===== src/rtl/seg7_pkg.sv =====
// Shared constants for the cursor-driven seven-segment display: blank pattern,
// editable digit count, cursor sentinel, scan index encoding and hex glyph table.
package seg7_pkg;

    localparam logic [6:0]  SEG_BLANK       = 7'b1111111;
    localparam int unsigned NUM_EDIT_DIGITS = 3;
    localparam logic [1:0]  CUR_NONE        = 2'd3;

    typedef enum logic [1:0] {
        SCAN_D0 = 2'd0,
        SCAN_D1 = 2'd1,
        SCAN_D2 = 2'd2,
        SCAN_D3 = 2'd3
    } scan_idx_t;

    // Active-low {g,f,e,d,c,b,a} glyphs for 0..F
    localparam logic [6:0] HEX7 [16] = '{
        7'b1000000, 7'b1111001, 7'b0100100, 7'b0110000,
        7'b0011001, 7'b0010010, 7'b0000010, 7'b1111000,
        7'b0000000, 7'b0010000, 7'b0001000, 7'b0000011,
        7'b1000110, 7'b0100001, 7'b0000110, 7'b0001110
    };

    function automatic logic [3:0] anode_for(input scan_idx_t idx);
        return ~(4'b0001 << idx);
    endfunction

endpackage


===== src/rtl/hex_to_seg7.sv =====
// Combinational nibble to active-low seven-segment pattern lookup.
module hex_to_seg7
    import seg7_pkg::*;
(
    input  logic [3:0] nib_i,
    output logic [6:0] seg_o
);

    always_comb begin
        seg_o = HEX7[nib_i];
    end

endmodule


===== src/rtl/seven_seg_cursor_display.sv =====
// Three editable hex digits written at the synchronized cursor on each load edge,
// shown on a multiplexed 4-digit display with a blinking cursor digit and cursor index on digit 3.
module seven_seg_cursor_display
    import seg7_pkg::*;
#(
    parameter int unsigned SCAN_DIV  = 100_000,
    parameter int unsigned BLINK_DIV = 50_000_000
) (
    input  logic        clk,
    input  logic        rst,
    input  logic        sel_1,
    input  logic        sel_2,
    input  logic        load,
    input  logic [3:0]  din,
    output logic [3:0]  an,
    output logic [6:0]  seg,
    output logic        dp,
    output logic [11:0] value,
    output logic        wr_pulse
);

    localparam int unsigned SCAN_W  = (SCAN_DIV  > 1) ? $clog2(SCAN_DIV)  : 1;
    localparam int unsigned BLINK_W = (BLINK_DIV > 1) ? $clog2(BLINK_DIV) : 1;
    localparam logic [SCAN_W-1:0]  SCAN_LAST  = SCAN_W'(SCAN_DIV - 1);
    localparam logic [BLINK_W-1:0] BLINK_LAST = BLINK_W'(BLINK_DIV - 1);

    logic        load_m_q, load_s_q, load_d_q;
    logic [1:0]  sel_m_q, sel_s_q;
    logic        wr_en;

    logic [11:0] value_q, value_d;
    logic        wr_pulse_q;

    logic [BLINK_W-1:0] blink_cnt_q, blink_cnt_d;
    logic               blink_on_q, blink_on_d;

    logic [SCAN_W-1:0]  scan_cnt_q, scan_cnt_d;
    scan_idx_t          scan_idx_q, scan_idx_d;

    logic [3:0]  disp_nib;
    logic [6:0]  glyph;
    logic [3:0]  an_q, an_d;
    logic [6:0]  seg_q, seg_d;
    logic        dp_q, dp_d;

    always_ff @(posedge clk or posedge rst) begin
        if (rst) begin
            load_m_q <= 1'b0;
            load_s_q <= 1'b0;
            load_d_q <= 1'b0;
            sel_m_q  <= '0;
            sel_s_q  <= '0;
        end else begin
            load_m_q <= load;
            load_s_q <= load_m_q;
            load_d_q <= load_s_q;
            sel_m_q  <= {sel_1, sel_2};
            sel_s_q  <= sel_m_q;
        end
    end

    assign wr_en = load_s_q && !load_d_q && (sel_s_q != CUR_NONE);

    always_comb begin
        value_d = value_q;
        if (wr_en) begin
            case (sel_s_q)
                2'd0:    value_d[3:0]  = din;
                2'd1:    value_d[7:4]  = din;
                2'd2:    value_d[11:8] = din;
                default: value_d       = value_q;
            endcase
        end
    end

    // A write restarts the blink phase so the freshly entered digit is visible at once.
    always_comb begin
        blink_cnt_d = blink_cnt_q + 1'b1;
        blink_on_d  = blink_on_q;
        if (wr_en) begin
            blink_cnt_d = '0;
            blink_on_d  = 1'b1;
        end else if (blink_cnt_q == BLINK_LAST) begin
            blink_cnt_d = '0;
            blink_on_d  = !blink_on_q;
        end
    end

    always_comb begin
        scan_cnt_d = scan_cnt_q + 1'b1;
        scan_idx_d = scan_idx_q;
        if (scan_cnt_q == SCAN_LAST) begin
            scan_cnt_d = '0;
            scan_idx_d = scan_idx_t'(2'(scan_idx_q) + 2'd1);
        end
    end

    always_comb begin
        disp_nib = {2'b00, sel_s_q};
        dp_d     = 1'b1;
        case (scan_idx_q)
            SCAN_D0: disp_nib = value_q[3:0];
            SCAN_D1: disp_nib = value_q[7:4];
            SCAN_D2: disp_nib = value_q[11:8];
            default: dp_d     = 1'b0;
        endcase
    end

    hex_to_seg7 u_hex_to_seg7 (
        .nib_i (disp_nib),
        .seg_o (glyph)
    );

    // Digit 3 never matches a cursor below CUR_NONE, so only editable digits can blank.
    always_comb begin
        an_d  = anode_for(scan_idx_q);
        seg_d = glyph;
        if ((scan_idx_q != SCAN_D3) && (2'(scan_idx_q) == sel_s_q) && !blink_on_q) begin
            seg_d = SEG_BLANK;
        end
    end

    always_ff @(posedge clk or posedge rst) begin
        if (rst) begin
            value_q     <= '0;
            wr_pulse_q  <= 1'b0;
            blink_cnt_q <= '0;
            blink_on_q  <= 1'b1;
            scan_cnt_q  <= '0;
            scan_idx_q  <= SCAN_D0;
            an_q        <= '1;
            seg_q       <= SEG_BLANK;
            dp_q        <= 1'b1;
        end else begin
            value_q     <= value_d;
            wr_pulse_q  <= wr_en;
            blink_cnt_q <= blink_cnt_d;
            blink_on_q  <= blink_on_d;
            scan_cnt_q  <= scan_cnt_d;
            scan_idx_q  <= scan_idx_d;
            an_q        <= an_d;
            seg_q       <= seg_d;
            dp_q        <= dp_d;
        end
    end

    assign an       = an_q;
    assign seg      = seg_q;
    assign dp       = dp_q;
    assign value    = value_q;
    assign wr_pulse = wr_pulse_q;

endmodule


===== config.mk =====
export PLATFORM = sky130hd
export DESIGN_NAME = seven_seg_cursor_display
export DESIGN_NICKNAME = d
export VERILOG_FILES = /design/src/rtl/seg7_pkg.sv /design/src/rtl/hex_to_seg7.sv /design/src/rtl/seven_seg_cursor_display.sv
export SDC_FILE = /design/constraint.sdc
export NUM_CORES = 1
export LEC_CHECK = 0
export CORE_ASPECT_RATIO = 0.9
export CORE_MARGIN = 2
export CORE_UTILIZATION = 57
export CTS_CLUSTER_SIZE = 14
export DETAILED_ROUTE_END_ITERATION = 10
export GPL_TIMING_DRIVEN = 0
export PLACE_DENSITY = 0.79
export RECOVER_POWER = 50
export SETUP_SLACK_MARGIN = 0.3
export SLEW_MARGIN = 20
export SYNTH_ARGS = -nofsm -noshare
export SYNTH_HDL_FRONTEND = slang
export SYNTH_SLANG_ARGS = --single-unit

===== constraint.sdc =====
create_clock -name clk -period 3.3 [get_ports clk]
set_clock_uncertainty 0.2 [all_clocks]
set_input_delay 0.66 -clock clk [delete_from_list [all_inputs] [get_ports clk]]
set_output_delay 0.66 -clock clk [all_outputs]
set_load 0.02 [all_outputs]

==> results.json, run 1 <==
{
  "p_leak_nw": 1.868,
  "nFillCells": 470,
  "synth_warnings": 0,
  "dr.pass1.iters": 4,
  "placed_area_um2": 4160,
  "ys_ff_latch": 77,
  "synth_edf_count": 0,
  "htree_num_levels": 3,
  "final_max_slew_viol_count": 0,
  "cts_tree": "done",
  "met3_usage": 0.06372,
  "reg2reg_depth": 9,
  "min_from": "load_m_q",
  "synth_cell_types": 44,
  "antenna_found_initial": 0,
  "end_kind": "register",
  "cts-resized-gates": 0,
  "tightestPinTransition_ps": 1114,
  "dominantRegCellSynth": "dfrtp_1",
  "numCtsBuffers": 9,
  "power.share.clock": 0.323,
  "start_util": 0.5970,
  "cts-root-buf": "clkbuf_8",
  "drt_first_iter_violations": 118,
  "r2r_slack_ps": 500,
  "netlist_area_um2": 3691,
  "final_layout_size_suffix_gt1_frac": 0.1418,
  "power.density_nw_per_um2": 542.0,
  "final_cells": 475,
  "regToRegEndpoint": "seg[3]",
  "grt_pass1_wl_um": 12170,
  "ios": 34,
  "rsz0062_at_grt": "no",
  "grt_pass1_vias": 2590,
  "min_period_ps": 2800,
  "fin_hold_ws_ps": 153.2,
  "routabilityCongestion": 0.8226,
  "hp-class": "register to register",
  "min_path_cells": 0,
  "grt_max_degree": 56,
  "crit_arrival_ps": 2850,
  "postCtsSetupBuffers": 0,
  "rows": 27,
  "ir_drop_mv": 0.3642,
  "critPathMaxFanout": 10,
  "routed_wirelength_um": 7040,
  "seqCellArea_um2": 1942,
  "clk_pin_slew_ps": 80,
  "areaGrowthSynthToFinish_pct": 18.54,
  "die_h_um": 80.34,
  "path_class": "register to register",
  "die-width_um": 88.83,
  "avgViaCountPerCell": 5.695,
  "switching_share": 0.2782,
  "multi_input_area_um2": 1603,
  "wl_per_cell_um": 14.82,
  "drcViolationCount": 0,
  "port_buffers": 33,
  "combPwrFrac": 0.211,
  "hpwlAfterDp_um": 4915,
  "pwr-share-seq": 0.467,
  "grt_most_used_layer": "met2",
  "drv_cap": 0,
  "utilization": 0.7078,
  "grtUsageMet2": 0.3336,
  "max_freq_mhz": 357.2,
  "hold_viol_final": 0,
  "start_kind": "register",
  "fin_nets": 404,
  "hold_end": "load_s_q",
  "synth.avg_cell_area_um2": 10.92,
  "worstPathRequired_ps": 3350,
  "r2r-start": "scan_idx_q[1]",
  "met1_usage": 0.3115,
  "syn_inst": 338,
  "period_share": 0.8484,
  "vias": 2705,
  "grt_usage": 0.2223,
  "status": "complete, no violations",
  "internal_power_mw": 1.712,
  "fp.coreArea_um2": 6182,
  "synth_fp_nets": 359,
  "setup_viol": 0,
  "grt_overflow": 0,
  "switchingPower_uw": 659.8,
  "async_flop_share": 1.000,
  "slew_headroom": 0.2530,
  "dieArea_um2": 7136,
  "final_area_um2": 4375,
  "clk_path_buf_depth": 2,
  "seq_area_frac_synth": 0.5261,
  "dp.cells": 459,
  "n_antenna_cell": 0,
  "clk_latency_ps": 350,
  "clkSinkCount": 77,
  "hold_buffers": 0,
  "postRouteAntennaNets": 0
}
## metal layers
metal,vias up,part of all wire
met5,-,0
met3,7,0.049
met2,66,0.47
met4,0,0.011
met1,1328,0.47
li1,1304,-
## state kept, by name, indices dropped and copies added, names as in the netlist
name / count
scan_cnt_q: 17
wr_pulse: 1
scan_idx_q: 2
load_s_q: 1
value: 12
seg: 7
load_m_q: 1
sel_m_q: 2
blink_on_q: 1
an: 4
blink_cnt_q: 26
sel_s_q: 2
load_d_q: 1
## layout make-up
type,count,area share
inverter,17,0.01487
clock inverter,6,0.02030
buffer,16,0.01887
sequential,77,0.4438
timing repair buffer,34,0.08178
tap,87,0.02488
clock buffer,10,0.02917
multi-input combinational,228,0.3663
## critical path, cell delays in order (launching register included)
cell and delay [ps]:
dfrtp_1 430, ha_1 170, clkbuf_1 330, inv_1 160
mux2i_1 370, inv_1 160, ha_1 330, nor3_1 60
a2111oi_0 410, a31oi_1 90
## worst max-delay path by stage
| stage | startpoint | end | slack (ps) | cells after the start |
|---|---|---|---|---|
| floorplan | rst | blink_cnt_q[0] | 490 | 1 |
| global placement | rst | value[10] | -670 | 2 |
| detailed placement | scan_idx_q[1] | seg[3] | 580 | 9 |
| CTS | scan_idx_q[1] | seg[3] | 540 | 9 |
| global route | scan_idx_q[1] | seg[3] | 200 | 9 |
| finish | scan_idx_q[1] | seg[3] | 500 | 9 |
## cells in the mapped netlist (2+ instances only)
cell | n | area share
nand2_1 | 15 | 0.015
buf_4 | 2 | 0.0041
nand3_1 | 15 | 0.020
nor3b_1 | 2 | 0.0041
nand2b_1 | 2 | 0.0034
buf_2 | 6 | 0.0081
nor4_1 | 2 | 0.0034
o31ai_1 | 9 | 0.018
dfrtp_1 | 65 | 0.44
and2_1 | 4 | 0.0068
a31oi_1 | 3 | 0.0051
and4_1 | 8 | 0.019
a21oi_1 | 18 | 0.024
nor3_1 | 5 | 0.0068
a222oi_1 | 4 | 0.011
nor2_1 | 22 | 0.022
ha_1 | 12 | 0.041
nand3b_1 | 3 | 0.0061
or4_1 | 10 | 0.020
mux2_2 | 13 | 0.040
inv_1 | 17 | 0.017
and3_1 | 5 | 0.0085
clkbuf_1 | 7 | 0.0071
mux2i_1 | 3 | 0.0081
nand4_1 | 12 | 0.020
dfstp_2 | 12 | 0.085
o21ai_0 | 14 | 0.019
or3_1 | 6 | 0.010
xor2_1 | 18 | 0.043
xnor2_1 | 10 | 0.024
## power groups by stage
| stage | registers, mW | logic [mW] | clock network (mW) |
|---|---|---|---|
| 6_report | 1.11 | 0.500 | 0.765 |
| 5_1_grt | 1.12 | 0.551 | 0.808 |
| 4_1_cts | 1.11 | 0.503 | 0.783 |
| 3_5_place_dp | 1.13 | 0.500 | 0 |
| 3_3_place_gp | 1.12 | 0.483 | 0 |
| 2_1_floorplan | 1.20 | 0.219 | 0 |
## metrics by stage
step,total power [mW],setup WS (ps),TNS (ps)
global placement,1.605,-667.9,-43080
floorplan,1.422,493.2,0
finish,2.371,500.2,0
detailed placement,1.625,578.6,0
global route,2.477,198.0,0
CTS,2.394,539.9,0
## cell families (layout without fill, tap and decap cells)
logic type | count (synthesis) | in the layout | share of synthesized area
AND/OR/NAND/NOR | 117 | 117 | 0.1827
buffers and inverters | 33 | 83 | 0.03966
flip-flops | 77 | 77 | 0.5261
multiplexers | 16 | 16 | 0.04780
XOR/XNOR | 28 | 28 | 0.06644
AO/OA/AOI/OAI | 55 | 55 | 0.09662
adder cells (fa/ha/maj) | 12 | 12 | 0.04068
## layout by cell type, fill, tap and decap left out, drive strengths merged, types with 10 or more instances in the layout
cell           Yosys  layout
nand2             15      15
dfrtp             65      65
clkdlybuf4s50      0      29
dfstp             12      12
xor2              18      18
nor2              22      22
mux2              13      13
or4               10      10
ha                12      12
inv               17      16
xnor2             10      10
o21ai             14      14
nand3             15      15
a21oi             18      18
nand4             13      13
buf                9      10
clkbuf             7      17
o31ai             10      10
(Power assumes the default switching activity.)
==> inputs of run 2 (changes only) <==
Clock period 3.3 ns to 2.7 ns, I/O delays scaled along.
==> results.json, run 2 (synthesis gave the netlist of run 1 again) <==
{
  "vias": 2897,
  "grt_overflow": 0,
  "power.density_nw_per_um2": 647.6,
  "critPathMaxFanout": 5,
  "port_buffers": 33,
  "combPwrFrac": 0.236,
  "grt_pass1_wl_um": 12970,
  "r2r_slack_ps": 250,
  "fin_hold_ws_ps": 150.8,
  "numCtsBuffers": 9,
  "fin_nets": 410,
  "top_register": "blink_cnt_q",
  "power.share.clock": 0.300,
  "utilization": 0.7310,
  "areaGrowthSynthToFinish_pct": 22.44,
  "wl_per_cell_um": 16.07,
  "clk_latency_ps": 350,
  "setup_tns_ps": 0,
  "n_antenna_cell": 0,
  "critPathMaxStageDelay_ps": 500,
  "internal_power_mw": 2.063,
  "status": "complete, no violations",
  "clk_pin_slew_ps": 80,
  "dieArea_um2": 7136,
  "start_util": 0.5970,
  "final_cell_mix": "dfrtp_1, clkdlybuf4s50_1, nor2_1",
  "slew_headroom": 0.3432,
  "placed_area_um2": 4174,
  "drv_cap": 0,
  "grt_usage": 0.2357,
  "cts_tree": "done",
  "drt_first_iter_violations": 173,
  "clkSinkCount": 77,
  "start_kind": "register",
  "switchingPower_uw": 863.8,
  "tightestPinTransition_ps": 979.8,
  "nFillCells": 445,
  "dp.cells": 460,
  "avgViaCountPerCell": 6.023,
  "fp.coreArea_um2": 6182,
  "setup_slack_ps": 249.9,
  "final_max_slew_viol_count": 0,
  "ir_drop_mv": 0.4272,
  "final_common_cell": "dfrtp_1",
  "die-width_um": 88.83,
  "drcViolationCount": 0,
  "grt_max_degree": 30,
  "largest_register_ffs": 26,
  "rsz0062_at_grt": "yes",
  "seqCellArea_um2": 1942,
  "final_area_um2": 4519,
  "die_h_um": 80.34,
  "final_cells": 481,
  "hold_viol_final": 0,
  "final_layout_size_suffix_gt1_frac": 0.2030,
  "htree_num_levels": 3,
  "routabilityCongestion": 0.8254,
  "period_share": 0.9074,
  "dr.pass1.iters": 7,
  "antenna_found_initial": 0,
  "power_mw": 2.927,
  "grt_pass1_vias": 2846,
  "path_class": "register to register",
  "routed_wirelength_um": 7732,
  "cts-root-buf": "clkbuf_8",
  "hpwlAfterDp_um": 5136,
  "hold_buffers": 0,
  "crit_chain": "inv_4 -> ha_1 -> a222oi_1 -> nand2_1 -> o21ai_4 -> ha_4 -> nand2b_1 -> a22o_1 -> o21ai_0",
  "rows": 27,
  "min_period_ps": 2450,
  "hp-class": "register to register",
  "cp_slowest_cell": "dfrtp_1",
  "ios": 34,
  "pre_cts_ws_ps": -106.3,
  "multi_input_area_um2": 1704,
  "setup_viol": 0,
  "worstPathRequired_ps": 2770,
  "end_kind": "register",
  "pwr-share-seq": 0.464,
  "crit_buf_inv": 1,
  "max_freq_mhz": 408.2,
  "postRouteAntennaNets": 0,
  "crit_arrival_ps": 2520,
  "clk_path_buf_depth": 2,
  "p_leak_nw": 1.897,
  "switching_share": 0.2952,
  "path_delay_family": "compound AO/OA/AOI/OAI gates"
}
[run 2: cell types whose count changed in the layout (fill, tap and decap cells not counted), sizes merged]
| cell | before | now |
|---|---|---|
| clkinvlp | 3 | 4 |
| clkbuf | 17 | 16 |
| bufinv | 2 | 1 |
| buf | 10 | 17 |
[run 2: cell type report]
| type | instances | area share |
|---|---|---|
| clock inverter | 6 | 0.01384 |
| sequential | 77 | 0.4297 |
| inverter | 17 | 0.01606 |
| timing repair buffer | 40 | 0.09025 |
| buffer | 16 | 0.01855 |
| tap | 87 | 0.02409 |
| clock buffer | 10 | 0.03045 |
| multi-input combinational | 228 | 0.3771 |
[run 2: final timing paths]
check | startpoint | cells past startpoint | endpoint
max | scan_idx_q[0] | 9 | seg[6]
min | sel_m_q[0] | 0 | sel_s_q[0]
max reg2reg | scan_idx_q[0] | 9 | seg[6]
min reg2reg | sel_m_q[0] | 0 | sel_s_q[0]
max in group asynchronous | rst | 4 | an[3]
min in group asynchronous | rst | 2 | load_m_q
[run 2: routing by layer]
metal,wire (µm),global-route usage,vias to the layer above
met2,3737,0.3769,100
li1,-,-,1325
met4,236,0.1152,0
met5,0,0,-
met3,438,0.05550,31
met1,3320,0.2995,1441
[run 2: what timing repair did]
| item | in CTS | in global routing |
|---|---|---|
| pin swaps | 5 | 7 |
| resized for setup | 16 | 18 |
| endpoints found under the setup margin | 7 | 6 |
| buffers inserted | 3 | 2 |
| hold endpoints to repair | 0 | 0 |
[run 2: power by group through the flow]
stage               Clock [mW]  Sequential [mW]  Combinational [mW]
floorplan                    0             1.47               0.268
global placement             0             1.37               0.591
detailed placement           0             1.38               0.612
CTS                      0.892             1.36               0.650
global route             0.937             1.37               0.749
finish                   0.877             1.36               0.691
==> inputs of run 3 (changes only) <==
Settings changed: CORE_ASPECT_RATIO 0.9 to 0.8, HOLD_SLACK_MARGIN from default to 0.06.
==> results.json, run 3 (synthesis gave the netlist of run 1 again) <==
{
  "postRouteAntennaNets": 0,
  "slew_headroom": -0.05510,
  "die-width_um": 93.97,
  "dieArea_um2": 7139,
  "cts-root-buf": "clkbuf_8",
  "start_util": 0.5849,
  "critPathMaxFanout": 5,
  "hold_viol_final": 0,
  "crit_arrival_ps": 2610,
  "violations": "capacitance limit, slew limit",
  "min_period_ps": 2546,
  "wl_per_cell_um": 16.47,
  "final_layout_size_suffix_gt1_frac": 0.2040,
  "routabilityCongestion": 0.9068,
  "drcViolationCount": 0,
  "final_cells": 481,
  "grt_usage": 0.2320,
  "grt_overflow": 0,
  "largest_register_ffs": 26,
  "port_buffers": 33,
  "setup_viol": 0,
  "hp-class": "register to register",
  "top_register": "blink_cnt_q",
  "power_mw": 3.020,
  "grt_pass1_vias": 2768,
  "placed_area_um2": 4185,
  "status": "finished, violations left",
  "numCtsBuffers": 9,
  "antenna_found_initial": 0,
  "max_freq_mhz": 392.8,
  "worstPathRequired_ps": 2760,
  "pre_cts_ws_ps": -54.57,
  "p_leak_nw": 1.931,
  "period_share": 0.9428,
  "htree_num_levels": 3,
  "routed_wirelength_um": 7921,
  "fin_nets": 413,
  "clk_pin_slew_ps": 80,
  "rsz0062_at_grt": "yes",
  "drv_cap": 1,
  "rows": 26,
  "tightestPinTransition_ps": 1574,
  "avgViaCountPerCell": 5.923,
  "hpwlAfterDp_um": 4999,
  "clkSinkCount": 77,
  "clk_path_buf_depth": 2,
  "start_kind": "register",
  "fp.coreArea_um2": 6311,
  "vias": 2849,
  "final_max_slew_viol_count": 32,
  "grt_max_degree": 33,
  "fin_hold_ws_ps": 154.4,
  "cts_tree": "done",
  "final_cell_mix": "dfrtp_1, clkdlybuf4s50_1, nor2_1",
  "dr.pass1.iters": 6,
  "path_class": "register to register",
  "dp.cells": 457,
  "final_common_cell": "dfrtp_1",
  "nFillCells": 445,
  "utilization": 0.7250,
  "n_antenna_cell": 0,
  "power.density_nw_per_um2": 660.0,
  "drt_first_iter_violations": 192,
  "setup_slack_ps": 154.4,
  "ir_drop_mv": 0.3489,
  "grt_pass1_wl_um": 12980,
  "die_h_um": 75.98,
  "ios": 34,
  "final_area_um2": 4576,
  "clk_latency_ps": 350,
  "areaGrowthSynthToFinish_pct": 23.97,
  "end_kind": "register",
  "setup_tns_ps": 0
}
[run 3: cell types whose count changed in the layout (fill, tap and decap cells not counted), sizes merged]
cell / before / now
bufinv: 1 / 2
clkbuf: 16 / 17
clkinvlp: 4 / 3
buf: 17 / 20
clkinv: 2 / 1
[run 3: routing by layer]
| layer | GRT usage | up-vias | wire length, µm |
|---|---|---|---|
| li1 | - | 1322 | - |
| met1 | 0.3161 | 1401 | 3484 |
| met2 | 0.3557 | 106 | 3783 |
| met3 | 0.07023 | 20 | 478 |
| met4 | 0.08116 | 0 | 174 |
| met5 | 0 | - | 0 |
[run 3: path summary, 6_finish.rpt]
check                         startpoint  slack (ps)  cells after the start             end
max in group asynchronous            rst         520                      4           an[3]
min in group asynchronous            rst         810                      2  blink_cnt_q[3]
setup reg to reg           scan_idx_q[1]         150                      9          seg[6]
setup / recovery           scan_idx_q[1]         150                      9          seg[6]
hold / removal                sel_m_q[0]         150                      0      sel_s_q[0]
hold reg to reg               sel_m_q[0]         150                      0      sel_s_q[0]
[run 3: critical path, cell delays in order, from the launching register on]
cell	delay (ps)
dfrtp_1	460
inv_1	150
ha_4	210
a222oi_1	370
nand2_1	190
o21ai_4	160
ha_1	230
nand2b_1	80
a22o_1	200
o21ai_0	210
[run 3: layout make-up]
class                   instances  area [µm²]  share of cell area
repair buffers                 43       449.2             0.09817
multi-input cells             228        1695              0.3705
well taps                      84       105.1             0.02297
inverters                      17       72.57             0.01586
clock buffers                  11       141.4             0.03090
clock inverters                 5       83.83             0.01832
plain buffers                  16       86.33             0.01887
flip-flops and latches         77        1942              0.4244
[run 3: power by group]
group	internal (mW)	switching (mW)	total [mW]
Sequential	1.29	0.0717	1.36
Clock	0.547	0.422	0.969
Combinational	0.325	0.367	0.692
Total	2.16	0.861	3.02
[run 3: what timing repair did]
item,4_1_cts,5_1_grt
buffers inserted,3,5
gates resized for setup,19,16
endpoints found under the hold margin,0,0
endpoints found under the setup margin,7,5
hold buffers,0,0
pin swaps,1,6
gates cloned,0,0
